===== src/rtl/prefetch_queue_pkg.sv =====
// Shared types for the instruction prefetch path between the queue and the pre-decoder.
package prefetch_queue_pkg;

  localparam int PREFETCH_BYTES = 8;

  // Head-of-queue window as seen by the pre-decoder; bytes[0] is the oldest byte.
  typedef struct packed {
    logic [PREFETCH_BYTES-1:0][7:0] bytes;
    logic [3:0]                     count;
    logic [15:0]                    pc;
  } prefetch_window_t;

  // Bytes a fetch at this offset delivers: the high byte only when odd, the whole word when even.
  function automatic logic [1:0] fetch_need(input logic odd);
    return odd ? 2'd1 : 2'd2;
  endfunction

endpackage


===== src/rtl/prefetch_queue_if.sv =====
// Bus-unit and pre-decoder handshake bundle for the prefetch queue.
interface prefetch_queue_if #(
  parameter int QUEUE_BYTES = 8,
  parameter int CNT_W       = 4
);
  import prefetch_queue_pkg::*;

  logic                     flush;
  logic [15:0]              flush_pc;
  logic                     fetch_req;
  logic [15:0]              fetch_addr;
  logic                     fetch_start;
  logic                     fetch_ack;
  logic [15:0]              fetch_data;
  logic [8*QUEUE_BYTES-1:0] q_bytes;
  logic [CNT_W-1:0]         q_count;
  logic [15:0]              q_pc;
  logic [CNT_W-1:0]         consume;

  modport master (
    output flush, flush_pc, fetch_start, fetch_ack, fetch_data, consume,
    input  fetch_req, fetch_addr, q_bytes, q_count, q_pc
  );

  modport slave (
    input  flush, flush_pc, fetch_start, fetch_ack, fetch_data, consume,
    output fetch_req, fetch_addr, q_bytes, q_count, q_pc
  );

endinterface


===== src/rtl/prefetch_queue.sv =====
// Instruction prefetch queue: fetches code words at the fetch offset, buffers them
// as bytes and presents the oldest bytes to the pre-decoder.
module prefetch_queue
  import prefetch_queue_pkg::*;
#(
  parameter int QUEUE_BYTES = 8,
  parameter int CNT_W       = 4
) (
  input  logic             clk,
  input  logic             reset,
  input  logic             ce,
  prefetch_queue_if.slave  bus
);

  localparam logic [CNT_W-1:0] DEPTH = CNT_W'(QUEUE_BYTES);

  logic [8*QUEUE_BYTES-1:0] queue;
  logic [CNT_W-1:0]         count;
  logic [15:0]              pc;
  logic [15:0]              addr;
  logic                     outstanding;
  logic                     discard;

  logic [CNT_W-1:0]         eff;
  logic [CNT_W-1:0]         base;
  logic [CNT_W-1:0]         n_app;
  logic [CNT_W-1:0]         free;
  logic [CNT_W-1:0]         need;
  logic                     take;
  logic [8*QUEUE_BYTES-1:0] app;
  logic [8*QUEUE_BYTES-1:0] queue_nx;

  // Request decision uses registered occupancy only; same-cycle consume is not counted as free.
  always_comb begin
    free = DEPTH - count;
    need = CNT_W'(fetch_need(addr[0]));
    bus.fetch_req = !reset && !outstanding && !bus.flush && (free >= need);
  end

  // Byte-lane mux: shift out consumed bytes, then lay the fetched bytes at the new tail.
  always_comb begin
    eff   = (bus.consume > count) ? count : bus.consume;
    base  = count - eff;
    take  = bus.fetch_ack && !discard;
    n_app = '0;
    app   = '0;
    if (take) begin
      n_app     = CNT_W'(fetch_need(addr[0]));
      app[15:0] = addr[0] ? {8'h00, bus.fetch_data[15:8]} : bus.fetch_data;
    end
    // Lanes at and above the tail are zero, so the append can simply be OR-ed in.
    queue_nx = (queue >> {eff, 3'b000}) | (app << {base, 3'b000});
  end

  // Queue contents, fetch offset and bus-cycle tracking.
  always_ff @(posedge clk or posedge reset) begin
    if (reset) begin
      queue       <= '0;
      count       <= '0;
      pc          <= '0;
      addr        <= '0;
      outstanding <= 1'b0;
      discard     <= 1'b0;
    end else if (ce) begin
      if (bus.fetch_ack)
        outstanding <= 1'b0;
      else if (bus.fetch_start)
        outstanding <= 1'b1;

      if (bus.flush) begin
        queue <= '0;
        count <= '0;
        pc    <= bus.flush_pc;
        addr  <= bus.flush_pc;
        // An ack in the flush cycle closes the stale bus cycle itself, so nothing is left to drop.
        discard <= (discard || outstanding || bus.fetch_start) && !bus.fetch_ack;
      end else begin
        queue <= queue_nx;
        count <= base + n_app;
        pc    <= pc + 16'(eff);
        if (take)
          addr <= addr + 16'(n_app);
        if (bus.fetch_ack)
          discard <= 1'b0;
      end
    end
  end

  assign bus.q_bytes    = queue;
  assign bus.q_count    = count;
  assign bus.q_pc       = pc;
  assign bus.fetch_addr = addr;

endmodule


===== src/flat_wrapper.sv =====
// flat-port wrapper written by rule: the top's interface ports become plain ports
module prefetch_queue_flat import prefetch_queue_pkg::*;
#(
  parameter int QUEUE_BYTES = 8,
  parameter int CNT_W       = 4
)
  (clk, reset, ce, bus_flush, bus_flush_pc, bus_fetch_start, bus_fetch_ack, bus_fetch_data, bus_consume, bus_fetch_req, bus_fetch_addr, bus_q_bytes, bus_q_count, bus_q_pc);
  prefetch_queue_if #(.QUEUE_BYTES(QUEUE_BYTES), .CNT_W(CNT_W)) bus_i ();
  input  logic clk;
  input  logic reset;
  input  logic ce;
  input wire logic [$bits(bus_i.flush)-1:0] bus_flush;
  input wire logic [$bits(bus_i.flush_pc)-1:0] bus_flush_pc;
  input wire logic [$bits(bus_i.fetch_start)-1:0] bus_fetch_start;
  input wire logic [$bits(bus_i.fetch_ack)-1:0] bus_fetch_ack;
  input wire logic [$bits(bus_i.fetch_data)-1:0] bus_fetch_data;
  input wire logic [$bits(bus_i.consume)-1:0] bus_consume;
  output wire logic [$bits(bus_i.fetch_req)-1:0] bus_fetch_req;
  output wire logic [$bits(bus_i.fetch_addr)-1:0] bus_fetch_addr;
  output wire logic [$bits(bus_i.q_bytes)-1:0] bus_q_bytes;
  output wire logic [$bits(bus_i.q_count)-1:0] bus_q_count;
  output wire logic [$bits(bus_i.q_pc)-1:0] bus_q_pc;
  assign bus_i.flush = bus_flush;
  assign bus_i.flush_pc = bus_flush_pc;
  assign bus_i.fetch_start = bus_fetch_start;
  assign bus_i.fetch_ack = bus_fetch_ack;
  assign bus_i.fetch_data = bus_fetch_data;
  assign bus_i.consume = bus_consume;
  assign bus_fetch_req = bus_i.fetch_req;
  assign bus_fetch_addr = bus_i.fetch_addr;
  assign bus_q_bytes = bus_i.q_bytes;
  assign bus_q_count = bus_i.q_count;
  assign bus_q_pc = bus_i.q_pc;
  prefetch_queue #(.QUEUE_BYTES(QUEUE_BYTES), .CNT_W(CNT_W)) u_core (.clk(clk), .reset(reset), .ce(ce), .bus(bus_i));
endmodule

===== config.mk =====
export PLATFORM = sky130hd
export DESIGN_NAME = prefetch_queue_flat
export DESIGN_NICKNAME = d
export VERILOG_FILES = /design/src/rtl/prefetch_queue_pkg.sv /design/src/rtl/prefetch_queue_if.sv /design/src/rtl/prefetch_queue.sv /design/src/flat_wrapper.sv
export SDC_FILE = /design/constraint.sdc
export NUM_CORES = 1
export LEC_CHECK = 0
export CORE_UTILIZATION = 45
export CTS_CLUSTER_DIAMETER = 80
export CTS_CLUSTER_SIZE = 14
export DETAILED_ROUTE_END_ITERATION = 8
export PLACE_DENSITY = 0.75
export SYNTH_ARGS = -nofsm -noshare
export SYNTH_HDL_FRONTEND = slang
export SYNTH_SLANG_ARGS = --single-unit

===== constraint.sdc =====
create_clock -name clk -period 3.8 [get_ports clk]
set_clock_uncertainty 0.15 [all_clocks]
set_input_delay 0.76 -clock clk [delete_from_list [all_inputs] [get_ports clk]]
set_output_delay 0.76 -clock clk [all_outputs]
set_load 0.02 [all_outputs]

==> results.tsv, run 1 <==
stage	metric	value	unit
sta	post-route setup TNS	0	ns
die	Initial Util	0.464	
sta	RSZ-0062 raised after global routing	false	
logic_synthesis	Netlist cell types	80	
sta	Period minus WS final	3.62	ns
logic_synthesis	Syn Area/Cell	8.22	um^2
logic_synthesis	number of flops mapped to enable cells by yosys	0	
grt	largest net degree at the start of global routing	54	
critical_path	slowest cell on the critical path	clkdlybuf4s50_1	
place	Post-DP HPWL	24600	um
logic_synthesis	ys flop type	dfrtp_1	
power_and_ir_drop	Leak	4.39	nW
place	Port Buffers	142	
critical_path	worst-path cell chain	inv_1 > ha_1 > ha_1 > a211oi_1 > buf_4 > nor4_1 > clkdlybuf4s50_1	
logic_synthesis	sequential-to-total area share from yosys stat	0.329	
clock_tree	H-tree depth	3	
detailed_routing	Metal-1 WL	13200	um
critical_path	CP endpoint kind	output port	
logic_synthesis	Mapped Cells	943	
grt	vias in the first global route	8804	
critical_path	maximum net fanout on the critical path	7	
die	I/O pin total	143	
die	DIE WIDTH	133	um
detailed_routing	DRC Markers	0	
sta	Worst-Margin Slew	0.648	ns
run	max cap viols	0	
layout	layout cell share with drive strength beyond 1	0.215	
critical_path	worst reg2reg startpoint	u_core.bus.q_count[1]	
grt	global-route wire length before repair	50600	um
detailed_routing	vias per cell	6.51	
clock_tree	CTS tree	done	
detailed_routing	wirelength, routed	32100	um
die	Std-Cell Rows	47	
status	status	completed	
critical_path	Crit path largest cell delay	0.66	ns
critical_path	CP Class	register to output port	
critical_path	most used cell, CP	ha_1	
sta	final setup violation count	0	
die	Core Box Area	0.0167	mm^2
layout	antenna cells	0	
place	# placed instances	1409	
clock_tree	worst skew pair latency	0.37	ns
detailed_routing	Via Count	9279	
layout	layout overhead on the synthesized area	41.6	%
die	die footprint	0.0177	mm^2
worst_hold_path	critical hold path startpoint	u_core.bus.q_bytes[1]	
detailed_routing	Detail Route Antenna Nets	0	
power_and_ir_drop	Tot Pwr	8.94	mW
detailed_routing	met3 WL post-DR	4560	um
sta	Final WS setup	0.177	ns
critical_path	CP required	2.89	ns
critical_path	CP Launch Point	u_core.bus.q_count[0]	
critical_path	Startpoint Class	register	
grt	Tot GR Track Use	0.366	
detailed_routing	met2 WL post-DR	13700	um
power_and_ir_drop	Cell Pwr Density	815	mW/mm^2
logic_synthesis	Yosys reg bits	102	
logic_synthesis	Mapped Nets	1004	
critical_path	Arrival @ worst endpoint	2.71	ns
clock_tree	Post-CTS Hold Buffers	0	
layout	Finished Core Util	0.657	
worst_hold_path	HP Class	register to register	
clock_tree	TritonCTS Sinks	102	
sta	Max Freq	276	MHz
sta	final hold violation count	0	
detailed_routing	drt first pass iters	7	
layout	# nets final	1262	
detailed_routing	DRT iter0 DRCs	1375	
clock_tree	CTS buffer count	9	
die	die height	133	um
detailed_routing	uppermost layer routed	met4	
layout	Layout Cells excl Fill	1426	
critical_path	Top delay family on crit path	buffers and inverters	
critical_path	CP Buf/Inv Count	3	
logic_synthesis	area of the mapped netlist	0.00775	mm^2
place	pre-CTS setup slack	-0.297	ns
grt	initial antenna violation count	0	
logic_synthesis	ys async rst share	1.00	
sta	crit share post-route	0.953	
sta	max-slew violations	0	
power_and_ir_drop	VDD IR max	0.483	mV
clock_tree	clock root cell	clkbuf_16	
clock_tree	clock-pin transition on the worst setup and hold timing paths	0.07	ns
sta	relative slew slack	0.566	
clock_tree	clock tree buffer depth	2	
place	Final GP Congestion	1.01	
detailed_routing	Routed WL per cell	22.5	um
logic_synthesis	Yosys warning count	0	
grt	gr ovfl total	0	
## report_power, final
part	switching, mW	internal [mW]
combinational	3.48	2.65
sequential	0.483	1.40
clock	0.464	0.471
## final timing paths
check,endpoint,slack [ns],cells past startpoint
setup reg to reg,u_core.bus.q_bytes[39],0.29,18
setup / recovery,bus_fetch_req,0.18,7
hold / removal,u_core.bus.q_bytes[1],0.36,2
max in group asynchronous,u_core.bus.q_bytes[46],2.02,3
hold reg to reg,u_core.bus.q_bytes[1],0.36,2
min in group asynchronous,u_core.bus.fetch_addr[8],0.71,2
## synth_stat cells (5+ instances only)
| library cell | n | area share |
|---|---|---|
| a311oi_1 | 9 | 0.010 |
| clkbuf_1 | 42 | 0.020 |
| a2111oi_0 | 10 | 0.011 |
| a41oi_1 | 8 | 0.0090 |
| a32oi_1 | 18 | 0.020 |
| inv_1 | 38 | 0.018 |
| buf_2 | 16 | 0.010 |
| o21ai_0 | 104 | 0.067 |
| a31oi_1 | 18 | 0.015 |
| nand4_1 | 7 | 0.0057 |
| a22oi_1 | 22 | 0.021 |
| buf_1 | 5 | 0.0024 |
| a222oi_1 | 8 | 0.010 |
| o221ai_1 | 16 | 0.018 |
| a211oi_1 | 6 | 0.0058 |
| buf_4 | 7 | 0.0068 |
| ha_1 | 17 | 0.027 |
| nand3_1 | 101 | 0.065 |
| mux2_2 | 17 | 0.025 |
| o211ai_1 | 22 | 0.021 |
| mux2i_1 | 8 | 0.010 |
| nand2_1 | 81 | 0.039 |
| nor3_1 | 9 | 0.0058 |
| dfrtp_1 | 102 | 0.33 |
| a211o_1 | 10 | 0.011 |
| nor2_1 | 57 | 0.028 |
| o22ai_1 | 20 | 0.016 |
| a21oi_1 | 64 | 0.041 |
| a221oi_1 | 10 | 0.011 |
## per-layer routing
layer / vias to the layer above / global-route usage
met2: 705 / 0.533
li1: 4164 / -
met1: 4345 / 0.529
met4: 0 / 0.0909
met3: 65 / 0.106
met5: - / 0
## registers in the layout, summed over array words and instances (netlist names)
register / flops
u_core.bus.fetch_addr: 16
u_core.bus.q_bytes: 64
u_core.bus.q_count: 4
u_core.bus.q_pc: 16
u_core.discard: 1
u_core.outstanding: 1
## logic make-up (layout without fill, tap and decap cells)
group / after synthesis / count (layout) / share of synthesized area
AO/OA/AOI/OAI: 379 / 379 / 0.335
AND/OR/NAND/NOR: 296 / 296 / 0.192
buffers and inverters: 111 / 374 / 0.0617
flip-flops: 102 / 102 / 0.329
multiplexers: 27 / 27 / 0.0383
adder cells (fa/ha/maj): 19 / 19 / 0.0326
XOR/XNOR: 9 / 9 / 0.0111
## placed cells by master, fill, tap and decap left out, types with 21 or more instances in the layout
cell / Yosys / final
nor2_1: 57 / 57
o211ai_1: 22 / 22
a22oi_1: 22 / 21
buf_4: 7 / 168
dfrtp_1: 102 / 101
nand2_1: 81 / 81
nand3_1: 101 / 100
clkdlybuf4s50_1: 0 / 137
inv_1: 38 / 35
o21ai_0: 104 / 102
a21oi_1: 64 / 63
## layout make-up
| type | instances | area, um^2 |
|---|---|---|
| Fill cell | 1420 | 5730 |
| Multi-Input combinational cell | 730 | 4840 |
| Timing Repair Buffer | 319 | 2870 |
| Sequential cell | 102 | 2550 |
| Tap cell | 220 | 275 |
| Clock buffer | 11 | 243 |
| Inverter | 39 | 149 |
| Clock inverter | 5 | 41.3 |
## worst reg2reg max path: cells and delay by family, from the launching register on
| family | cells | cell delay [ns] |
|---|---|---|
| AO/OA/AOI/OAI | 6 | 0.85 |
| XOR/XNOR | 1 | 0.19 |
| buffers and inverters | 5 | 0.78 |
| flip-flops | 1 | 0.38 |
| adder cells (fa/ha/maj) | 2 | 0.44 |
| AND/OR/NAND/NOR | 4 | 0.59 |
## what timing repair did
action / CTS / global route
setup buffers: 0 / 1
gates resized for setup: 0 / 8
setup endpoints to repair: 0 / 78
## stage by stage
step | instance area (um^2) | hold slack (ns)
after detailed placement | 10600 | 0.349
after global routing | 11000 | 0.392
after CTS | 10900 | 0.366
after global placement | 10600 | 0.352
after floorplan | 7870 | 0.365
final | 11000 | 0.365
No activity file was read; power rests on OpenSTA's default activity.
==> inputs of run 2 (changes only) <==
CAP_MARGIN = 20   (was default)
==> results of run 2 <==
Final layout, timing and power as in run 1 (identical DEF).
==> inputs of run 3 (changes only) <==
MAX_ROUTING_LAYER = met4   (was default)
==> run 3 against run 2 <==
  * Cell area rose by 0.27%
  * Cell count barely moved
  * Sequential power about the same
  * Clock power is 4.7% higher
  * Total power up 1.4%
  * Wire length shrank 0.45%
  * Via count increased by 1.6%
  * First-iteration DRC count up 8.4%
  * Core utilization is 0.18 points higher
  * Worst setup slack worse by 0.051 ns
  * Sequential share of layout area down 0.064 points
  * Critical path depth is 7 higher
  * Critical path type is now primary input to register
  * Critical endpoint is now u_core.bus.q_bytes[54]
==> results.tsv, run 3 (synthesis gave the netlist of run 1 again) <==
stage	metric	value	unit	change
status	status	completed		
critical_path	worst-path cell chain	clkdlybuf4s50_1 > ha_4 > and4_4 > nor2_4 > a22oi_2 > nand2_4 > inv_1 > ha_1 > inv_1 > ha_2 > nand2_1 > o22ai_1 > nand3_1 > a31oi_1		
sta	final setup violation count	0		unchanged
grt	largest net degree at the start of global routing	55		+1.9%
critical_path	CP required	3.93	ns	+1.04 ns
grt	vias in the first global route	8653		-1.7%
die	I/O pin total	143		unchanged
detailed_routing	Detail Route Antenna Nets	0		unchanged
layout	max reg flops	64		unchanged
critical_path	Arrival @ worst endpoint	3.81	ns	+1.10 ns
critical_path	FF-to-FF path depth	14		-4
critical_path	Top delay family on crit path	adder cells		
clock_tree	CTS tree	done		
power_and_ir_drop	part of the power in registers	0.209		about the same
critical_path	worst reg2reg startpoint	u_core.bus.q_count[1]		
power_and_ir_drop	Leak	4.38	nW	-0.11%
grt	gr ovfl total	0		unchanged
sta	Period minus WS final	3.67	ns	+0.0511 ns
critical_path	CP Buf/Inv Count	3		unchanged
place	Port Buffers	142		unchanged
sta	post-route setup TNS	0	ns	unchanged
detailed_routing	Via Count	9432		+1.6%
clock_tree	CTS buffer count	9		unchanged
place	Post-DP HPWL	24300	um	-1.0%
layout	footprint of the multi-input gates	0.00483	mm^2	-0.13%
clock_tree	clock-pin transition on the worst setup and hold timing paths	0.08	ns	about the same
critical_path	maximum net fanout on the critical path	8		+1
clock_tree	Post-CTS Hold Buffers	0		unchanged
layout	FF+latch area	0.00255	mm^2	unchanged
layout	# nets final	1262		unchanged
sta	relative slew slack	0.416		-0.151
critical_path	Critical Path Stages	14		+7
layout	most frequent cells in the layout	buf_4, clkdlybuf4s50_1, o21ai_0		
grt	initial antenna violation count	0		unchanged
critical_path	CP endpoint kind	register		
clock_tree	clock tree buffer depth	2		unchanged
sta	final hold violation count	0		unchanged
clock_tree	H-tree depth	3		unchanged
worst_hold_path	critical hold path startpoint	u_core.bus.q_bytes[1]		
clock_tree	worst skew pair latency	0.36	ns	about the same
worst_hold_path	HP Class	register to register		
die	die height	133	um	unchanged
power_and_ir_drop	switching share of power	0.489		-0.00571
detailed_routing	wirelength, routed	31900	um	-0.45%
die	DIE WIDTH	133	um	unchanged
run	max cap viols	0		unchanged
detailed_routing	vias per cell	6.62		+1.7%
critical_path	CP Class	primary input to register		
power_and_ir_drop	cell internal pwr	4.63	mW	+2.5%
worst_hold_path	sink of the worst hold path	u_core.bus.q_bytes[1]		
die	Std-Cell Rows	47		unchanged
detailed_routing	Routed WL per cell	22.4	um	-0.38%
grt	global-route wire length before repair	49800	um	-1.5%
sta	Worst-Margin Slew	0.873	ns	+0.226 ns
clock_tree	clock root cell	clkbuf_16		
detailed_routing	DRT iter0 DRCs	1491		+8.4%
clock_tree	TritonCTS Sinks	102		unchanged
power_and_ir_drop	VDD IR max	0.408	mV	-16%
layout	antenna cells	0		unchanged
worst_hold_path	hold path depth	2		unchanged
critical_path	slowest cell on the critical path	clkdlybuf4s50_1		
sta	Max Freq	272	MHz	-1.4%
detailed_routing	drt first pass iters	6		-1
die	Core Box Area	0.0167	mm^2	unchanged
sta	max-slew violations	0		unchanged
layout	Fillers	1397		-1.6%
critical_path	Startpoint Class	primary input		
critical_path	RR Endpoint	u_core.bus.q_bytes[4]		
critical_path	most used cell, CP	inv_1		
layout	commonest non-fill, non-tap cell in the layout	buf_4		
layout	layout overhead on the synthesized area	42.0	%	
critical_path	reg2reg setup slack	0.22	ns	-0.07 ns
power_and_ir_drop	combinational share of power	0.683		-0.002
sta	crit share post-route	0.967		+0.0135
place	Final GP Congestion	1.04		+3.1%
grt	Tot GR Track Use	0.374		+0.00849
sta	RSZ-0062 raised after global routing	false		
die	die footprint	0.0177	mm^2	unchanged
layout	layout cell share with drive strength beyond 1	0.215		about the same
power_and_ir_drop	Clock power frac	0.108		+0.003
power_and_ir_drop	Sw Pwr	4.43	mW	+0.20%
sta	hold slack	0.374	ns	+0.00868 ns
detailed_routing	DRC Markers	0		unchanged
power_and_ir_drop	Cell Pwr Density	824	mW/mm^2	+1.1%
die	Initial Util	0.464		unchanged
critical_path	Crit path largest cell delay	0.46	ns	-0.20 ns
==> run 3: changes by cell type in the layout (fill, tap and decap cells not counted), moves of 2 or more <==
cell / delta
buf_4: -2
buf_12: +2
a2111oi_1: +2
a2111oi_0: -2
==> run 3: through the flow <==
stage / worst slack [ns] / total power [mW] / std cells / utilization / area [um^2]
4_1_cts: 0.0236 / 8.83 / 1424 / 0.657 / 11000
6_report: 0.126 / 9.06 / 1425 / 0.659 / 11000
3_3_place_gp: -0.448 / 7.76 / 1409 / 0.639 / 10700
3_5_place_dp: -0.369 / 7.83 / 1409 / 0.639 / 10700
5_1_grt: 0.00721 / 9.45 / 1425 / 0.659 / 11000
2_1_floorplan: -0.0383 / 4.97 / 943 / - / 7870
==> run 3: worst register-to-register path, delay by kind of cell (launching register included) <==
| family | cells | cell delay [ns] |
|---|---|---|
| DFF | 1 | 0.38 |
| and+or+nand+nor | 3 | 0.49 |
| adders and majority gates | 1 | 0.27 |
| buffers and inverters | 6 | 0.94 |
| AOI/OAI and AO/OA | 4 | 1.26 |
==> run 3: what timing repair did <==
| item | 4_1_cts | 5_1_grt |
|---|---|---|
| setup endpoints to repair | 2 | 58 |
| pin swaps | 0 | 2 |
| buffers inserted | 0 | 1 |
| cloned | 0 | 0 |
| resized for setup | 2 | 6 |
==> run 3: per-layer routing <==
| layer | track usage | share of wire | vias to the layer above |
|---|---|---|---|
| li1 | - | - | 4169 |
| met1 | 0.509 | 0.41 | 4422 |
| met2 | 0.519 | 0.42 | 743 |
| met3 | 0.141 | 0.14 | 98 |
| met4 | 0.0928 | 0.023 | 0 |
| met5 | - | 0 | - |
==> run 3: power groups by stage <==
stage	registers, mW	logic, mW	clock network [mW]
after detailed placement	1.88	5.95	0
after CTS	1.86	5.99	0.983
after global placement	1.88	5.88	0
after floorplan	2.08	2.89	0
after global routing	1.91	6.51	1.03
final	1.90	6.19	0.980
==> run 3: area by class of cell <==
| type | instances | share of cell area |
|---|---|---|
| repair buffers | 319 | 0.263 |
| flip-flops and latches | 102 | 0.232 |
| clock inverters | 5 | 0.00535 |
| multi-input cells | 730 | 0.439 |
| inverters | 39 | 0.0135 |
| well taps | 220 | 0.0250 |
| clock buffers | 10 | 0.0217 |
==> run 3: worst max-delay path by stage <==
stage / startpoint / endpoint / slack (ns)
after floorplan: bus_consume[1] / u_core.bus.q_bytes[57] / -0.04
after global placement: bus_consume[1] / u_core.bus.q_bytes[0] / -0.45
after detailed placement: bus_consume[1] / u_core.bus.q_bytes[0] / -0.37
after CTS: bus_consume[1] / u_core.bus.q_bytes[10] / 0.02
after global routing: bus_consume[2] / u_core.bus.q_bytes[32] / 0.007
final: bus_consume[2] / u_core.bus.q_bytes[54] / 0.13
